<file path="src/rtl/dkong_input_cond.sv">
`default_nettype none
// ============================================================================
// Module   : dkong_input_cond
// Brief    : Player-input conditioner. It registers the joystick inputs,
//            restricts each stick to four ways, and shapes the coin request
//            into one pulse followed by a lockout gap. All outputs are
//            active-low.
// Revision : 1.0  initial release
// ============================================================================
module dkong_input_cond #(
    parameter int TICK_DIV   = 24576,
    parameter int COIN_PULSE = 100,
    parameter int COIN_GAP   = 50
) (
    input  logic       I_CLK_24576M,
    input  logic       I_RESETn,
    input  logic       I_FOURWAY,
    input  logic [4:0] I_JOY1,
    input  logic [4:0] I_JOY2,
    input  logic       I_START1,
    input  logic       I_START2,
    input  logic       I_COIN,
    output logic       O_U1,
    output logic       O_D1,
    output logic       O_L1,
    output logic       O_R1,
    output logic       O_J1,
    output logic       O_U2,
    output logic       O_D2,
    output logic       O_L2,
    output logic       O_R2,
    output logic       O_J2,
    output logic       O_S1,
    output logic       O_S2,
    output logic       O_C1
);

    localparam int PRE_W   = $clog2(TICK_DIV);
    localparam int CNT_MAX = (COIN_PULSE > COIN_GAP) ? COIN_PULSE : COIN_GAP;
    localparam int CNT_W   = $clog2(CNT_MAX + 1);
    localparam logic [PRE_W-1:0] PRE_LAST  = PRE_W'(TICK_DIV - 1);
    localparam logic [CNT_W-1:0] CNT_PULSE = CNT_W'(COIN_PULSE);
    localparam logic [CNT_W-1:0] CNT_GAP   = CNT_W'(COIN_GAP);
    localparam logic [CNT_W-1:0] CNT_ONE   = CNT_W'(1);

    typedef enum logic [2:0] {DIR_NONE, DIR_U, DIR_D, DIR_L, DIR_R} dir_t;
    typedef enum logic [1:0] {ST_IDLE, ST_PULSE, ST_GAP} coin_st_t;

    logic             fourway_r_q, fourway_r_d;
    logic [1:0]       start_r_q, start_r_d;
    logic             coin_r_q, coin_r_d;
    logic             coin_prev_q, coin_prev_d;
    logic [1:0]       start_n_q, start_n_d;
    logic             c1_q, c1_d;
    coin_st_t         state_q, state_d;
    logic [PRE_W-1:0] pre_q, pre_d;
    logic [CNT_W-1:0] cnt_q, cnt_d;
    logic             coin_edge;
    logic [1:0][4:0]  pad_n;

    // Per-player stick: {fire, up, down, left, right}
    for (genvar p = 0; p < 2; p++) begin : g_player
        logic [4:0] joy_in, joy_r_q, joy_r_d, out_q, out_d;
        logic       up, dn, lf, rt, vert, horz;
        logic       prev_vert_q, prev_vert_d, prev_horz_q, prev_horz_d;
        dir_t       dir_q, dir_d, vdir, hdir;

        assign joy_in = (p == 0) ? I_JOY1 : I_JOY2;

        always_comb begin
            joy_r_d     = joy_in;
            up          = joy_r_q[3] & ~joy_r_q[2];
            dn          = joy_r_q[2] & ~joy_r_q[3];
            lf          = joy_r_q[1] & ~joy_r_q[0];
            rt          = joy_r_q[0] & ~joy_r_q[1];
            vert        = up | dn;
            horz        = lf | rt;
            prev_vert_d = vert;
            prev_horz_d = horz;
            vdir        = up ? DIR_U : DIR_D;
            hdir        = lf ? DIR_L : DIR_R;
            dir_d       = DIR_NONE;
            if (vert && horz) begin
                // Diagonal: hold an already-valid direction, else favour the
                // newly pressed axis, with vertical winning ties for ladders.
                if (dir_q == vdir || dir_q == hdir)
                    dir_d = dir_q;
                else if (!prev_vert_q)
                    dir_d = vdir;
                else if (!prev_horz_q)
                    dir_d = hdir;
                else
                    dir_d = vdir;
            end else if (vert) begin
                dir_d = vdir;
            end else if (horz) begin
                dir_d = hdir;
            end
            out_d[4] = ~joy_r_q[4];
            if (fourway_r_q)
                out_d[3:0] = ~{dir_d == DIR_U, dir_d == DIR_D,
                               dir_d == DIR_L, dir_d == DIR_R};
            else
                out_d[3:0] = ~{up, dn, lf, rt};
        end

        always_ff @(posedge I_CLK_24576M or negedge I_RESETn) begin
            if (!I_RESETn) begin
                joy_r_q     <= '0;
                out_q       <= '1;
                dir_q       <= DIR_NONE;
                prev_vert_q <= 1'b0;
                prev_horz_q <= 1'b0;
            end else begin
                joy_r_q     <= joy_r_d;
                out_q       <= out_d;
                dir_q       <= dir_d;
                prev_vert_q <= prev_vert_d;
                prev_horz_q <= prev_horz_d;
            end
        end

        assign pad_n[p] = out_q;
    end

    always_comb begin
        fourway_r_d = I_FOURWAY;
        start_r_d   = {I_START2, I_START1};
        coin_r_d    = I_COIN;
        start_n_d   = ~start_r_q;
        coin_edge   = coin_r_q & ~coin_prev_q;
        coin_prev_d = coin_r_q;
        state_d     = state_q;
        pre_d       = pre_q;
        cnt_d       = cnt_q;
        case (state_q)
            ST_IDLE: begin
                if (coin_edge) begin
                    state_d = ST_PULSE;
                    pre_d   = '0;
                    cnt_d   = CNT_PULSE;
                end
            end
            ST_PULSE, ST_GAP: begin
                if (pre_q == PRE_LAST) begin
                    pre_d = '0;
                    cnt_d = cnt_q - CNT_ONE;
                    if (cnt_q == CNT_ONE) begin
                        state_d = (state_q == ST_PULSE) ? ST_GAP : ST_IDLE;
                        cnt_d   = (state_q == ST_PULSE) ? CNT_GAP : '0;
                    end
                end else begin
                    pre_d = pre_q + PRE_W'(1);
                end
            end
            default: state_d = ST_IDLE;
        endcase
        c1_d = (state_d != ST_PULSE);
    end

    always_ff @(posedge I_CLK_24576M or negedge I_RESETn) begin
        if (!I_RESETn) begin
            fourway_r_q <= 1'b0;
            start_r_q   <= '0;
            coin_r_q    <= 1'b0;
            coin_prev_q <= 1'b0;
            start_n_q   <= '1;
            c1_q        <= 1'b1;
            state_q     <= ST_IDLE;
            pre_q       <= '0;
            cnt_q       <= '0;
        end else begin
            fourway_r_q <= fourway_r_d;
            start_r_q   <= start_r_d;
            coin_r_q    <= coin_r_d;
            coin_prev_q <= coin_prev_d;
            start_n_q   <= start_n_d;
            c1_q        <= c1_d;
            state_q     <= state_d;
            pre_q       <= pre_d;
            cnt_q       <= cnt_d;
        end
    end

    assign O_J1 = pad_n[0][4];
    assign O_U1 = pad_n[0][3];
    assign O_D1 = pad_n[0][2];
    assign O_L1 = pad_n[0][1];
    assign O_R1 = pad_n[0][0];
    assign O_J2 = pad_n[1][4];
    assign O_U2 = pad_n[1][3];
    assign O_D2 = pad_n[1][2];
    assign O_L2 = pad_n[1][1];
    assign O_R2 = pad_n[1][0];
    assign O_S1 = start_n_q[0];
    assign O_S2 = start_n_q[1];
    assign O_C1 = c1_q;

endmodule
`default_nettype wire

</file>
<file path="config.mk">
export PLATFORM = sky130hd
export DESIGN_NAME = dkong_input_cond
export DESIGN_NICKNAME = d
export VERILOG_FILES = /design/src/rtl/dkong_input_cond.sv
export SDC_FILE = /design/constraint.sdc
export NUM_CORES = 1
export LEC_CHECK = 0
export BUFFER_PORTS_ARGS = -buffer_cell sky130_fd_sc_hd__clkbuf_2
export CAP_MARGIN = 10
export CORE_MARGIN = 2
export CORE_UTILIZATION = 55
export CTS_CLUSTER_DIAMETER = 200
export CTS_CLUSTER_SIZE = 12
export DETAILED_ROUTE_END_ITERATION = 16
export GPL_ROUTABILITY_DRIVEN = 0
export PLACE_DENSITY = 0.77
export SYNTH_ARGS = -nofsm -noshare
export SYNTH_HDL_FRONTEND = slang
export SYNTH_SLANG_ARGS = --single-unit
</file>
<file path="constraint.sdc">
create_clock -name I_CLK_24576M -period 2.57 [get_ports I_CLK_24576M]
set_clock_uncertainty 0.15 [all_clocks]
set_input_delay 0.771 -clock I_CLK_24576M [delete_from_list [all_inputs] [get_ports I_CLK_24576M]]
set_output_delay 0.771 -clock I_CLK_24576M [all_outputs]
set_load 0.02 [all_outputs]
</file>
== Word-level counts from Yosys, hierarchy flattened ==
Index checks and enable logic that the tools add are counted.
Word-level totals
  flip-flop bits (word level): 62
  latch bits: 0
  bits in writable memories: 0
  memory bits (read-only): 0
  input port bits: 16
  logic and storage cells: 109
  memories kept: 0
Cells by class
  add/subtract/negate cells: 2
  multipliers: 0
  div/mod/pow operators: 0
  order comparisons: 0
  equality and inequality tests: 19
  shift operators: 0
  muxes and demuxes: 31
  bitwise logic cells: 29
  reduce and logical (&&, ||, !) cells: 9
Operator list (number)
  two-way mux 3 bit: 14
  two-way mux 15 bit: 2
  case mux 15 bit (2 select lines): 1
  two-way mux 7 bit: 3
  NOT 4 bit: 4
  adder 15 x 1 -> 15 bit (second input constant): 1
  equality test 15 bit (second input constant): 1
  case mux 7 bit (2 select lines): 1
  equality test 3 x 2 -> 1 bit (second input constant): 4
  two-way mux 2 bit: 6
  NOT 1 bit: 11
  AND 1 bit: 9
  two-way mux 4 bit: 2
  equality test 7 x 1 -> 1 bit (second input constant): 1
  subtractor 7 x 1 -> 7 bit (second input constant): 1
  equality test 3 x 1 -> 1 bit (second input constant): 2
  equality test 3 x 2 -> 1 bit: 2
  equality test 3 bit: 2
  equality test 3 bit (second input constant): 2
  two-way mux 6 bit: 1
  inequality test 2 bit (second input constant): 2
  bitwise OR 1 bit: 4
  case mux 2 bit (2 select lines): 1
  AND reduction 3 bit: 1
  other kinds (10): 12

== Longest topological paths before layout ==
  depth after elaboration: 10
  gate-level depth with buffers: 9
  gate-level depth less buffers: 8

== Least setup slack after synthesis ==
No wires, ideal clock.
  path kind: register -> register
  from: reg state_q[0]
  to: reg pre_q[13]
  setup time: 0.083 ns
  arrival: 1.705 ns
  required time: 2.337 ns
  path slack: 0.632 ns
  stages on the path, launching flop included: 7
  period minus slack after synthesis: 1.938 ns
  path through: dfrtp_1 > inv_1 > ha_1 > clkbuf_1 > o21ai_1 > or4_1 > o21ai_0
Between the ends
  cells in the longest elaborated chain, start to end: 4
  elaborated cells on any way between the ends: 8
RTL lines
  start, declared: RTL line 55  | coin_st_t state_q, state_d;
  start signal, assigned: RTL line 179  | state_q <= state_d;
  equality test 2 x 1 -> 1 bit / equality test 2 bit (equally long branches): RTL line 136  | case (state_q)
  OR reduction 2 bit: RTL line 136
  nonzero test 2 bit (no source line)
  AND reduction 2 bit (no source line)
  end signal, assigned: RTL line 180  | pre_q <= pre_d;
  end, declared: RTL line 56  | logic [PRE_W-1:0] pre_q, pre_d;
Several ways; a longest one is shown, not always the timed one.
A chain may end at the register's enable or synchronous reset.

== Final worst setup path ==
  from: reg state_q[0]
  to: reg cnt_q[0]
Between the ends
  cells in the longest elaborated chain, start to end: 4
  elaborated cells on any way between the ends: 9
RTL lines
  equality test 2 x 1 -> 1 bit / equality test 2 bit (equally long branches): RTL line 136
  OR reduction 2 bit: RTL line 136
  inequality test 2 bit (no source line) / nonzero test 2 bit (equally long branches)
  AND reduction 3 bit (no source line)
  end signal, assigned: RTL line 181  | cnt_q <= cnt_d;
  end, declared: RTL line 57  | logic [CNT_W-1:0] cnt_q, cnt_d;
Several ways; a longest one is shown, not always the timed one.

==> results.ini <==
[sta]
grt_setup_unrepaired = no
tns_ns = 0
hold_violations = 0
worstMarginPinSlew_ns = 0.5992
fmax_mhz = 461.9
setup_viol_count_final = 0
fin_crit_ns = 2.165
min_period_over_period_pct = 84.25
slew_viol_final = 0
slew_headroom_pct = 59.71

[synthesis]
synth_nets = 343
synth_area_per_cell_sq_um = 10.07
yosysSeqAreaShare_pct = 49.88
ys_warn_count = 0
yosysUniqueCellTypes = 57
synth_edf_count = 0
ys.flop_type = dfrtp_1
postSynthCellCount = 312
async_flop_share_pct = 100.0
synth-seq-cells = 62
syn_area_sq_mm = 0.003143

[clock_network]
ctsHtreeMaxLevel = 3
clock_sinks = 62
cts_setup_buffers = 0
clk_path_buf_depth = 2
clock_latency_ns = 0.34
holdBufCountCts = 0
clkTransAtPathRegs_ns = 0.06
cts_resized = 0
tritoncts = built
cts_root_buf = clkbuf_8
numCtsBuffers = 9

[layout]
drive_gt1_share_pct = 17.71
mostFrequentLayoutCells = dfrtp_1, inv_1, clkbuf_2
post-route-util_pct = 64.33
nets = 377
nFillCells = 461
diodes = 0
final_common_cell = dfrtp_1
multi_input_area_sq_mm = 0.001414
regArea_sq_mm = 0.001568
syn_to_final_growth_pct = 12.70

[global_route]
grt_pass1_wl_mm = 10.53
grt_max_degree = 63
grt_antenna_before_repair = 0
grt.overflow.total = 0
grt_pass1_vias = 2368
grtUsageTotal_pct = 21.69

[die]
core_sq_mm = 0.005507
fp.dieW_um = 79.60
pin_count = 29
start_util_pct = 57.08
dieHeight_um = 79.60
dieArea_sq_mm = 0.006335
fp-row-count = 27

[setup_path]
max_stage_delay_ns = 0.44
cpMostUsedCell = inv_1
crit_family = compound AO/OA/AOI/OAI gates
crit_path_start = state_q[0]
crit_fanout = 8
critical_path.endpoint = cnt_q[0]
r2r_slack_ns = 0.40
cp.arrival_ns = 2.27
start_kind = register
rr_worst_depth = 7
crit_buf_inv = 2
timing.rr.start = state_q[0]
path_class = register to register
path_cells = inv_1 -> ha_1 -> inv_1 -> a211oi_1 -> a21oi_1 -> or3_1 -> o21ai_1
cpMaxStageDelayCell = dfrtp_1
required_ns = 2.68
cp.depth = 7
critPathCaptureType = register
rr_endpoint = cnt_q[0]

[status]
status = finished, final reports clean

[power_and_ir_drop]
p_per_area_mw_per_mm2 = 786.7
leakage_nw = 1.643
peakVddDrop_v = 0.0006905

[routing]
drtIter0Drc = 127
post_drt_wl_per_cell_um = 14.83
drcViolationCount = 0
drt_pass1_iterations = 4
avgViaCountPerCell = 5.900
vias = 2490
postRouteWirelength_mm = 6.259
ant_nets = 0

[placed_design]
io_buffers = 28
hpwl_mm = 4.237

[job]
maxCapViolCount = 0

[hold_path]
min_path_type = register to register

kinds of logic after synthesis:
group | count (synthesis) | share of synthesized area, %
AO/OA/AOI/OAI | 95 | 21.46
adder cells (fa/ha/maj) | 15 | 5.971
buffers and inverters | 42 | 5.136
flip-flops | 62 | 49.88
multiplexers | 1 | 0.3185
AND/OR/NAND/NOR | 97 | 17.24
synthesized netlist by cell type, drive strengths merged (2+ instances only):
library cell | n | area [sq um]
clkbuf | 7 | 26.28
a311oi | 2 | 23.77
o21ai | 27 | 135.1
and4 | 2 | 17.52
a32oi | 7 | 61.31
nand3b | 2 | 15.01
nor2b | 5 | 31.28
o31a | 2 | 17.52
o2bb2ai | 3 | 26.28
a211o | 2 | 17.52
nor3 | 8 | 40.04
a31oi | 4 | 25.02
and3 | 5 | 31.28
a2111oi | 3 | 45.05
a21oi | 13 | 65.06
and2 | 3 | 18.77
nand2 | 23 | 86.33
dfrtp | 49 | 1226
inv | 33 | 123.9
a21o | 10 | 75.07
o311ai | 5 | 43.79
nor4 | 4 | 25.02
a211oi | 3 | 22.52
nand2b | 8 | 50.05
o31ai | 2 | 15.01
nand4 | 3 | 33.78
o22ai | 2 | 12.51
nor2 | 12 | 45.04
ha | 15 | 187.7
nand3 | 13 | 65.06
dfstp | 13 | 341.6
stage by stage:
step                      power, W  cell area, sq um  cells  hold slack, ns  setup slack (ns)
after global routing      0.002969              3542    422          0.2133            0.2356
after CTS                 0.002813              3542    422          0.2005            0.4095
after detailed placement  0.002048              3374    407          0.1916            0.4221
after floorplan           0.001811              3143    312          0.1867            0.6319
final                     0.002787              3542    422          0.1996            0.4049
after global placement    0.002013              3374    407          0.1879            0.5065
routing by layer:
layer	part of all wire [%]	vias to the layer above	global-route usage (%)
li1	-	1211	-
met4	1.4	0	7.931
met1	45	1209	26.09
met5	0	-	0
met2	50	63	36.47
met3	4.3	7	6.900
worst min-delay path by stage:
| stage | startpoint | end | slack (ns) | depth (start not counted) |
|---|---|---|---|---|
| 2_1_floorplan | g_player[0].joy_r_q[4] | g_player[0].out_q[4] | 0.19 | 1 |
| 3_3_place_gp | start_r_q[1] | start_n_q[1] | 0.19 | 1 |
| 3_5_place_dp | g_player[0].joy_r_q[4] | g_player[0].out_q[4] | 0.19 | 1 |
| 4_1_cts | g_player[0].joy_r_q[4] | g_player[0].out_q[4] | 0.20 | 1 |
| 5_1_grt | g_player[1].joy_r_q[4] | g_player[1].out_q[4] | 0.21 | 1 |
| 6_report | g_player[0].joy_r_q[4] | g_player[0].out_q[4] | 0.20 | 1 |
report_power, final:
part,total (W),internal [W],switching [W]
Clock,0.000741,0.000397,0.000344
Combinational,0.000808,0.000288,0.000520
Sequential,0.00124,0.00113,0.000111
Total,0.00279,0.00181,0.000976
layout make-up:
cell class                 count  share of cell area, %
sequential                    62                  44.26
multi-input combinational    208                  39.92
timing repair buffer          31                  4.945
clock buffer                  14                  4.592
inverter                      34                  3.603
tap                           72                  2.543
clock inverter                 1                 0.1413
state kept, by name, indices dropped and copies added (netlist names):
signal,cells
start_r_q,2
O_C1,1
g_player.out_q,10
cnt_q,7
fourway_r_q,1
g_player.prev_horz_q,2
pre_q,15
g_player.dir_q,6
g_player.prev_vert_q,2
g_player.joy_r_q,10
coin_prev_q,1
coin_prev_d,1
state_q,2
start_n_q,2
(Power assumes the default switching activity.)
